--- src/rtl/spi_dc_pkg.sv ---
// Shared types and helpers for the parametrised daisy-chain SPI slave.
package spi_dc_pkg;

  typedef enum logic [1:0] {
    IDLE,
    RECEIVE,
    SEND
  } spi_dc_state_t;

  // Map transfer position k to the word bit it carries.
  function automatic int unsigned bit_pos(input int unsigned k,
                                          input int unsigned data_w,
                                          input bit          lsb_first);
    return lsb_first ? k : (data_w - 1 - k);
  endfunction

endpackage

--- src/rtl/spi_daisy_slave_param.sv ---
// Daisy-chain SPI slave clocked by sclk (negedge): receives one DATA_W word
// on sdi, then forwards either that word or tx_data on sdo.
module spi_daisy_slave_param
  import spi_dc_pkg::*;
#(
  parameter int unsigned DATA_W    = 8,
  parameter bit          LSB_FIRST = 1'b1,
  parameter bit          TX_SRC    = 1'b0
) (
  input  logic              sclk,
  input  logic              rst_n,
  input  logic              cs,
  input  logic              newd,
  input  logic              sdi,
  input  logic [DATA_W-1:0] tx_data,
  input  logic              rx_ack,
  output logic              sdo,
  output logic [DATA_W-1:0] rx_data,
  output logic              rx_valid,
  output logic              overrun,
  output logic              done_receiving,
  output logic              done_sending,
  output logic              frame_err,
  output logic              busy
);

  localparam int unsigned       CW      = $clog2(DATA_W + 1);
  localparam logic [CW-1:0]     LAST_RX = CW'(DATA_W - 1);
  localparam logic [CW-1:0]     LAST_TX = CW'(DATA_W);
  localparam logic [DATA_W-1:0] ONE     = DATA_W'(1);

  spi_dc_state_t     state_q, state_d;
  logic [CW-1:0]     cnt_q, cnt_d;
  logic [DATA_W-1:0] shift_q, shift_d;
  logic [DATA_W-1:0] txw_q, txw_d;
  logic [DATA_W-1:0] rx_data_q, rx_data_d;
  logic              sdo_q, sdo_d;
  logic              rx_valid_q, rx_valid_d;
  logic              overrun_q, overrun_d;
  logic              done_rx_q, done_rx_d;
  logic              done_tx_q, done_tx_d;
  logic              ferr_q, ferr_d;

  int unsigned       pos_k, pos_0;
  logic [DATA_W-1:0] word_in, tx_next, tx_first, tx_cur;
  logic              complete;

  // Next-state, datapath and rx handshake for the coming sclk negedge.
  always_comb begin
    state_d   = state_q;
    cnt_d     = cnt_q;
    shift_d   = shift_q;
    txw_d     = txw_q;
    rx_data_d = rx_data_q;
    sdo_d     = sdo_q;
    done_rx_d = 1'b0;
    done_tx_d = 1'b0;
    ferr_d    = 1'b0;
    complete  = 1'b0;

    pos_k    = bit_pos(32'(cnt_q), DATA_W, LSB_FIRST);
    pos_0    = bit_pos(0, DATA_W, LSB_FIRST);
    // Word as it stands after capturing sdi at the current position.
    word_in  = (shift_q & ~(ONE << pos_k)) | (DATA_W'(sdi) << pos_k);
    tx_next  = TX_SRC ? tx_data : word_in;
    tx_first = tx_next >> pos_0;
    tx_cur   = txw_q >> pos_k;

    unique case (state_q)
      IDLE: begin
        sdo_d = 1'b0;
        cnt_d = '0;
        if (!cs && newd) begin
          shift_d = DATA_W'(sdi) << pos_0;
          cnt_d   = CW'(1);
          state_d = RECEIVE;
        end
      end
      RECEIVE: begin
        if (cs) begin
          state_d = IDLE;
          cnt_d   = '0;
          sdo_d   = 1'b0;
          ferr_d  = 1'b1;
        end else if (cnt_q == LAST_RX) begin
          complete  = 1'b1;
          shift_d   = word_in;
          rx_data_d = word_in;
          txw_d     = tx_next;
          sdo_d     = tx_first[0];
          cnt_d     = CW'(1);
          done_rx_d = 1'b1;
          state_d   = SEND;
        end else begin
          shift_d = word_in;
          cnt_d   = cnt_q + 1'b1;
        end
      end
      SEND: begin
        if (cs) begin
          state_d = IDLE;
          cnt_d   = '0;
          sdo_d   = 1'b0;
          ferr_d  = 1'b1;
        end else if (cnt_q == LAST_TX) begin
          sdo_d     = 1'b0;
          done_tx_d = 1'b1;
          cnt_d     = '0;
          state_d   = IDLE;
        end else begin
          sdo_d = tx_cur[0];
          cnt_d = cnt_q + 1'b1;
        end
      end
      default: begin
        state_d = IDLE;
        cnt_d   = '0;
        sdo_d   = 1'b0;
      end
    endcase

    // Completion wins over ack for rx_valid; ack always clears overrun.
    rx_valid_d = complete ? 1'b1 : (rx_ack ? 1'b0 : rx_valid_q);
    overrun_d  = rx_ack ? 1'b0 : ((complete && rx_valid_q) ? 1'b1 : overrun_q);
  end

  // State and output registers, asynchronously cleared.
  always_ff @(negedge sclk or negedge rst_n) begin
    if (!rst_n) begin
      state_q    <= IDLE;
      cnt_q      <= '0;
      shift_q    <= '0;
      txw_q      <= '0;
      rx_data_q  <= '0;
      sdo_q      <= 1'b0;
      rx_valid_q <= 1'b0;
      overrun_q  <= 1'b0;
      done_rx_q  <= 1'b0;
      done_tx_q  <= 1'b0;
      ferr_q     <= 1'b0;
    end else begin
      state_q    <= state_d;
      cnt_q      <= cnt_d;
      shift_q    <= shift_d;
      txw_q      <= txw_d;
      rx_data_q  <= rx_data_d;
      sdo_q      <= sdo_d;
      rx_valid_q <= rx_valid_d;
      overrun_q  <= overrun_d;
      done_rx_q  <= done_rx_d;
      done_tx_q  <= done_tx_d;
      ferr_q     <= ferr_d;
    end
  end

  assign sdo            = sdo_q;
  assign rx_data        = rx_data_q;
  assign rx_valid       = rx_valid_q;
  assign overrun        = overrun_q;
  assign done_receiving = done_rx_q;
  assign done_sending   = done_tx_q;
  assign frame_err      = ferr_q;
  assign busy           = (state_q != IDLE);

endmodule

--- config.mk ---
export PLATFORM = sky130hd
export DESIGN_NAME = spi_daisy_slave_param
export DESIGN_NICKNAME = d
export VERILOG_FILES = /design/src/rtl/spi_dc_pkg.sv /design/src/rtl/spi_daisy_slave_param.sv
export SDC_FILE = /design/constraint.sdc
export NUM_CORES = 1
export LEC_CHECK = 0
export BUFFER_PORTS_ARGS = -buffer_cell sky130_fd_sc_hd__buf_2
export CAP_MARGIN = 10
export CELL_PAD_IN_SITES_DETAIL_PLACEMENT = 1
export CELL_PAD_IN_SITES_GLOBAL_PLACEMENT = 1
export CORE_ASPECT_RATIO = 1.25
export CORE_MARGIN = 3
export CORE_UTILIZATION = 41
export DETAILED_ROUTE_END_ITERATION = 10
export PLACE_DENSITY = 0.86
export SYNTH_ARGS = -nofsm -noshare
export SYNTH_HDL_FRONTEND = slang
export SYNTH_SLANG_ARGS = --single-unit
export TNS_END_PERCENT = 1
--- constraint.sdc ---
create_clock -name sclk -period 2.3 [get_ports sclk]
set_input_delay 0.115 -clock sclk [delete_from_list [all_inputs] [get_ports sclk]]
set_output_delay 0.115 -clock sclk [all_outputs]
set_load 0.03 [all_outputs]
; Word-level counts from Yosys, hierarchy flattened
; Cells that the tools add are included.
[word_totals]
register_bits = 28
inputBits = 14
output_inout_bits = 15
wordCells = 70
[classes]
add_sub_neg = 1
eq_ne = 8
shifts = 3
mux = 32
bitwise = 4
reduce_logical = 12
[op_table]
columns = cell, count
row1 = $mux W1, 17
row2 = $mux W4, 4
row3 = $mux W8, 2
row4 = $pmux W8 S2, 1
row5 = $pmux W4 S3, 1
row6 = $mux W2, 5
row7 = $reduce_and A3 Y1, 3
row8 = $and A8 B8 Y8, 1
row9 = $not A8 Y8, 1
row10 = $or A8 B8 Y8, 1
row11 = $reduce_bool A2 Y1, 4
row12 = $shl A1 B4 Y8, 1
row13 = $shl A1 B4 Y8 const A, 1
row14 = $shr A8 B4 Y1, 1
row15 = $ne A3 B3 Y1 const B, 2
row16 = $pmux W2 S3, 1
row17 = $add A4 B1 Y4 const B, 1
row18 = $eq A4 B3 Y1 const B, 1
row19 = $eq A4 B4 Y1 const B, 1
row20 = $ne A2 B2 Y1 const B, 2
row21 = $eq A2 B1 Y1 const B, 1
row22 = $eq A2 B2 Y1 const B, 1
row23 = $logic_and A1 B1 Y1, 2
row24 = $logic_not A2 Y1, 1
row25 = other kinds (4), 4

; Logic depth before layout (Yosys ltp)
[depth]
ltp_word = 7
mapped_depth = 7
mapped_depth_nobuf = 6

==> flow_metrics.py <==
metrics = {
    "run_status": {
        "status": "finished, violations left",
        "violations": "negative setup slack",
    },
    "grt": {
        "grt_max_degree": 29,
        "grt_pass1_vias": 1446,
        "antenna_found_initial": 0,
        "grt_usage": 0.203,
        "grt_pass1_wl_um": 6910,
        "gr-total-overflow": 0,
    },
    "drt": {
        "wl_per_cell_um": 17.7,
        "first_iter_violations": 76,
        "vias_per_cell": 5.75,
        "drt-pass1-iter-count": 4,
        "drt_wl_total_um": 4140,
        "antenna_left": 0,
        "vias": 1345,
        "drc": 0,
    },
    "timing": {
        "hold_viol_final": 0,
        "max_slew_margin": 0.572,
        "report.final.slew_viol_count": 0,
        "holdWs_ps": 432,
        "finClkSkew_ps": 3.80,
        "setup_viol": 1,
        "setup_tns_ps": -112,
        "rsz0062_at_grt": "yes",
        "worstMarginPinSlew_ps": 642,
        "setup_ws_ps": -112,
    },
    "power_and_ir_drop": {
        "p_leak_nw": 0.915,
        "ir_worst_vdd_mv": 0.373,
        "p_per_area_nw_per_um2": 892,
    },
    "placement": {
        "place.detailed.hpwl_um": 3180,
        "gp_congestion": 0.830,
        "io_buffers": 20,
    },
    "clock_tree": {
        "clk-insertion-delay-late_ps": 280,
        "clock_path_buffers": 2,
        "cts_tree": "done",
        "cts_sinks": 28,
        "numCtsBuffers": 3,
        "hold_buffers": 0,
        "htreeDepth": 1,
        "root_buffer": "clkbuf_8",
        "clk_pin_slew_ps": 60,
    },
    "logic_synthesis": {
        "yosys_most_used_dff": "dfrtn_1",
        "synth_seq_area_share": 0.450,
        "synth_edf_count": 0,
        "synth_cells": 163,
        "yosys_warnings": 0,
        "syn_area_um2": 1560,
        "async_flop_share": 1.00,
        "syn_nets": 187,
        "synth_cell_types": 40,
        "ys_ff_latch": 28,
        "synth_area_per_cell_um2": 9.55,
    },
    "worst_setup_path": {
        "crit_chain": "inv_2 > ha_4 > inv_2 > buf_6",
        "arrival_ps": 2300,
        "r2r_setup_slack_ps": 360,
        "worst_path_max_delay_cell": "dfrtn_1",
        "crit_required_ps": 2180,
        "worstPathMaxFanout": 2,
        "max_stage_delay_ps": 460,
        "worstSetupStartpointType": "flip-flop",
        "crit_type": "reg -> out",
        "crit_top_cell": "inv_2",
        "end_kind": "primary output",
    },
    "finish": {
        "diodes": 0,
        "layout-drive-gt1-share": 0.251,
        "fillerInstances": 422,
        "area_delta_synth_final_pct": 19.7,
        "nets": 220,
    },
    "run": {
        "maxCapViolCount": 0,
    },
    "floorplanning": {
        "fp.dieH_um": 74.9,
        "dieArea_um2": 4580,
        "fp.coreArea_um2": 3570,
        "io_pins": 29,
        "die_w_um": 61.1,
        "rows": 24,
        "initial_utilization": 0.436,
    },
    "worst_hold_path": {
        "hold_path_class": "reg -> reg",
    },
}
[state kept, by name (all words and copies together), names as in the netlist]
register        flops
rx_data             8
shift_q             8
cnt_q               4
state_q             2
done_receiving      1
done_sending        1
frame_err           1
overrun             1
rx_valid            1
sdo                 1
[per-layer routing]
layer | vias to the layer above | wire length [um] | GRT usage
met4 | 0 | 34 | 0.0386
met5 | - | 0 | 0
met1 | 673 | 1740 | 0.250
met3 | 6 | 98 | 0.0206
li1 | 636 | - | -
met2 | 30 | 2260 | 0.376
[worst paths after layout]
| kind | cells after the start | start | to |
|---|---|---|---|
| max in group asynchronous | 1 | rst_n | shift_q[3] |
| worst max-delay path | 4 | state_q[1] | busy |
| worst min-delay path | 2 | shift_q[7] | shift_q[7] |
| min in group asynchronous | 1 | rst_n | frame_err |
| worst max register to register | 8 | state_q[0] | shift_q[6] |
| worst min register to register | 2 | shift_q[7] | shift_q[7] |
[critical path, delay by kind of cell, from the launching register on]
kind       cells  cell delay (ps)
buf+inv        3              240
fa+ha+maj      1              160
flops          1              460
[cell families after synthesis]
group / count (synthesis) / share of synthesized area
buffers and inverters: 23 / 0.0619
multiplexers: 5 / 0.0410
flip-flops: 28 / 0.450
adder cells (fa/ha/maj): 10 / 0.0804
XOR/XNOR: 1 / 0.00563
AND/OR/NAND/NOR: 53 / 0.187
AO/OA/AOI/OAI: 43 / 0.174
[synth_stat cells, drive strengths merged, types with 3 or more instances]
cell    instances  area share
o22ai           6       0.024
a21oi          18       0.058
o21ai           3      0.0096
dfrtn          28        0.45
a22oi           7       0.034
nand3           5       0.016
ha             10       0.080
nand2b          3       0.012
nand2          11       0.027
buf             8       0.026
inv            14       0.034
mux2i           3       0.019
nor2           16       0.043
[what timing repair did]
action                     in CTS  in global routing
resized for setup               6                  0
setup endpoints to repair       1                  1
buffers inserted                2                  0
[power breakdown]
| part | switching [mW] | internal, mW | leakage [nW] |
|---|---|---|---|
| registers | 0.0386 | 0.550 | 0.386 |
| logic | 0.425 | 0.339 | 0.500 |
| clock network | 0.156 | 0.153 | 0.0288 |
[through the flow]
step                 util  instance area [um2]  instances  power [mW]  setup slack (ps)
floorplan               -                 1560        163        1.04              63.6
global placement    0.496                 1770        228        1.25              8.94
detailed placement  0.496                 1770        228        1.29             -31.3
CTS                 0.521                 1860        234        1.67              -123
global route        0.521                 1860        234        1.78              -144
finish              0.521                 1860        234        1.66              -112
[final cells by class]
| type | count | area (um2) | area share |
|---|---|---|---|
| Multi-Input combinational cell | 112 | 772 | 0.414 |
| Sequential cell | 28 | 701 | 0.376 |
| Timing Repair Buffer | 37 | 234 | 0.126 |
| Clock buffer | 4 | 55.1 | 0.0295 |
| Inverter | 14 | 52.6 | 0.0282 |
| Tap cell | 39 | 48.8 | 0.0262 |
[cell usage in the layout, fill, tap and decap left out, types with 3 or more instances in the layout]
| cell type | n |
|---|---|
| a21oi_1 | 18 |
| a22oi_1 | 7 |
| buf_2 | 19 |
| buf_4 | 17 |
| clkbuf_8 | 4 |
| dfrtn_1 | 28 |
| ha_1 | 9 |
| inv_1 | 12 |
| mux2i_1 | 3 |
| nand2_1 | 11 |
| nand2b_1 | 3 |
| nand3_1 | 5 |
| nor2_1 | 15 |
| o22ai_1 | 6 |
Note: power is estimated with default switching activity, not from simulation.
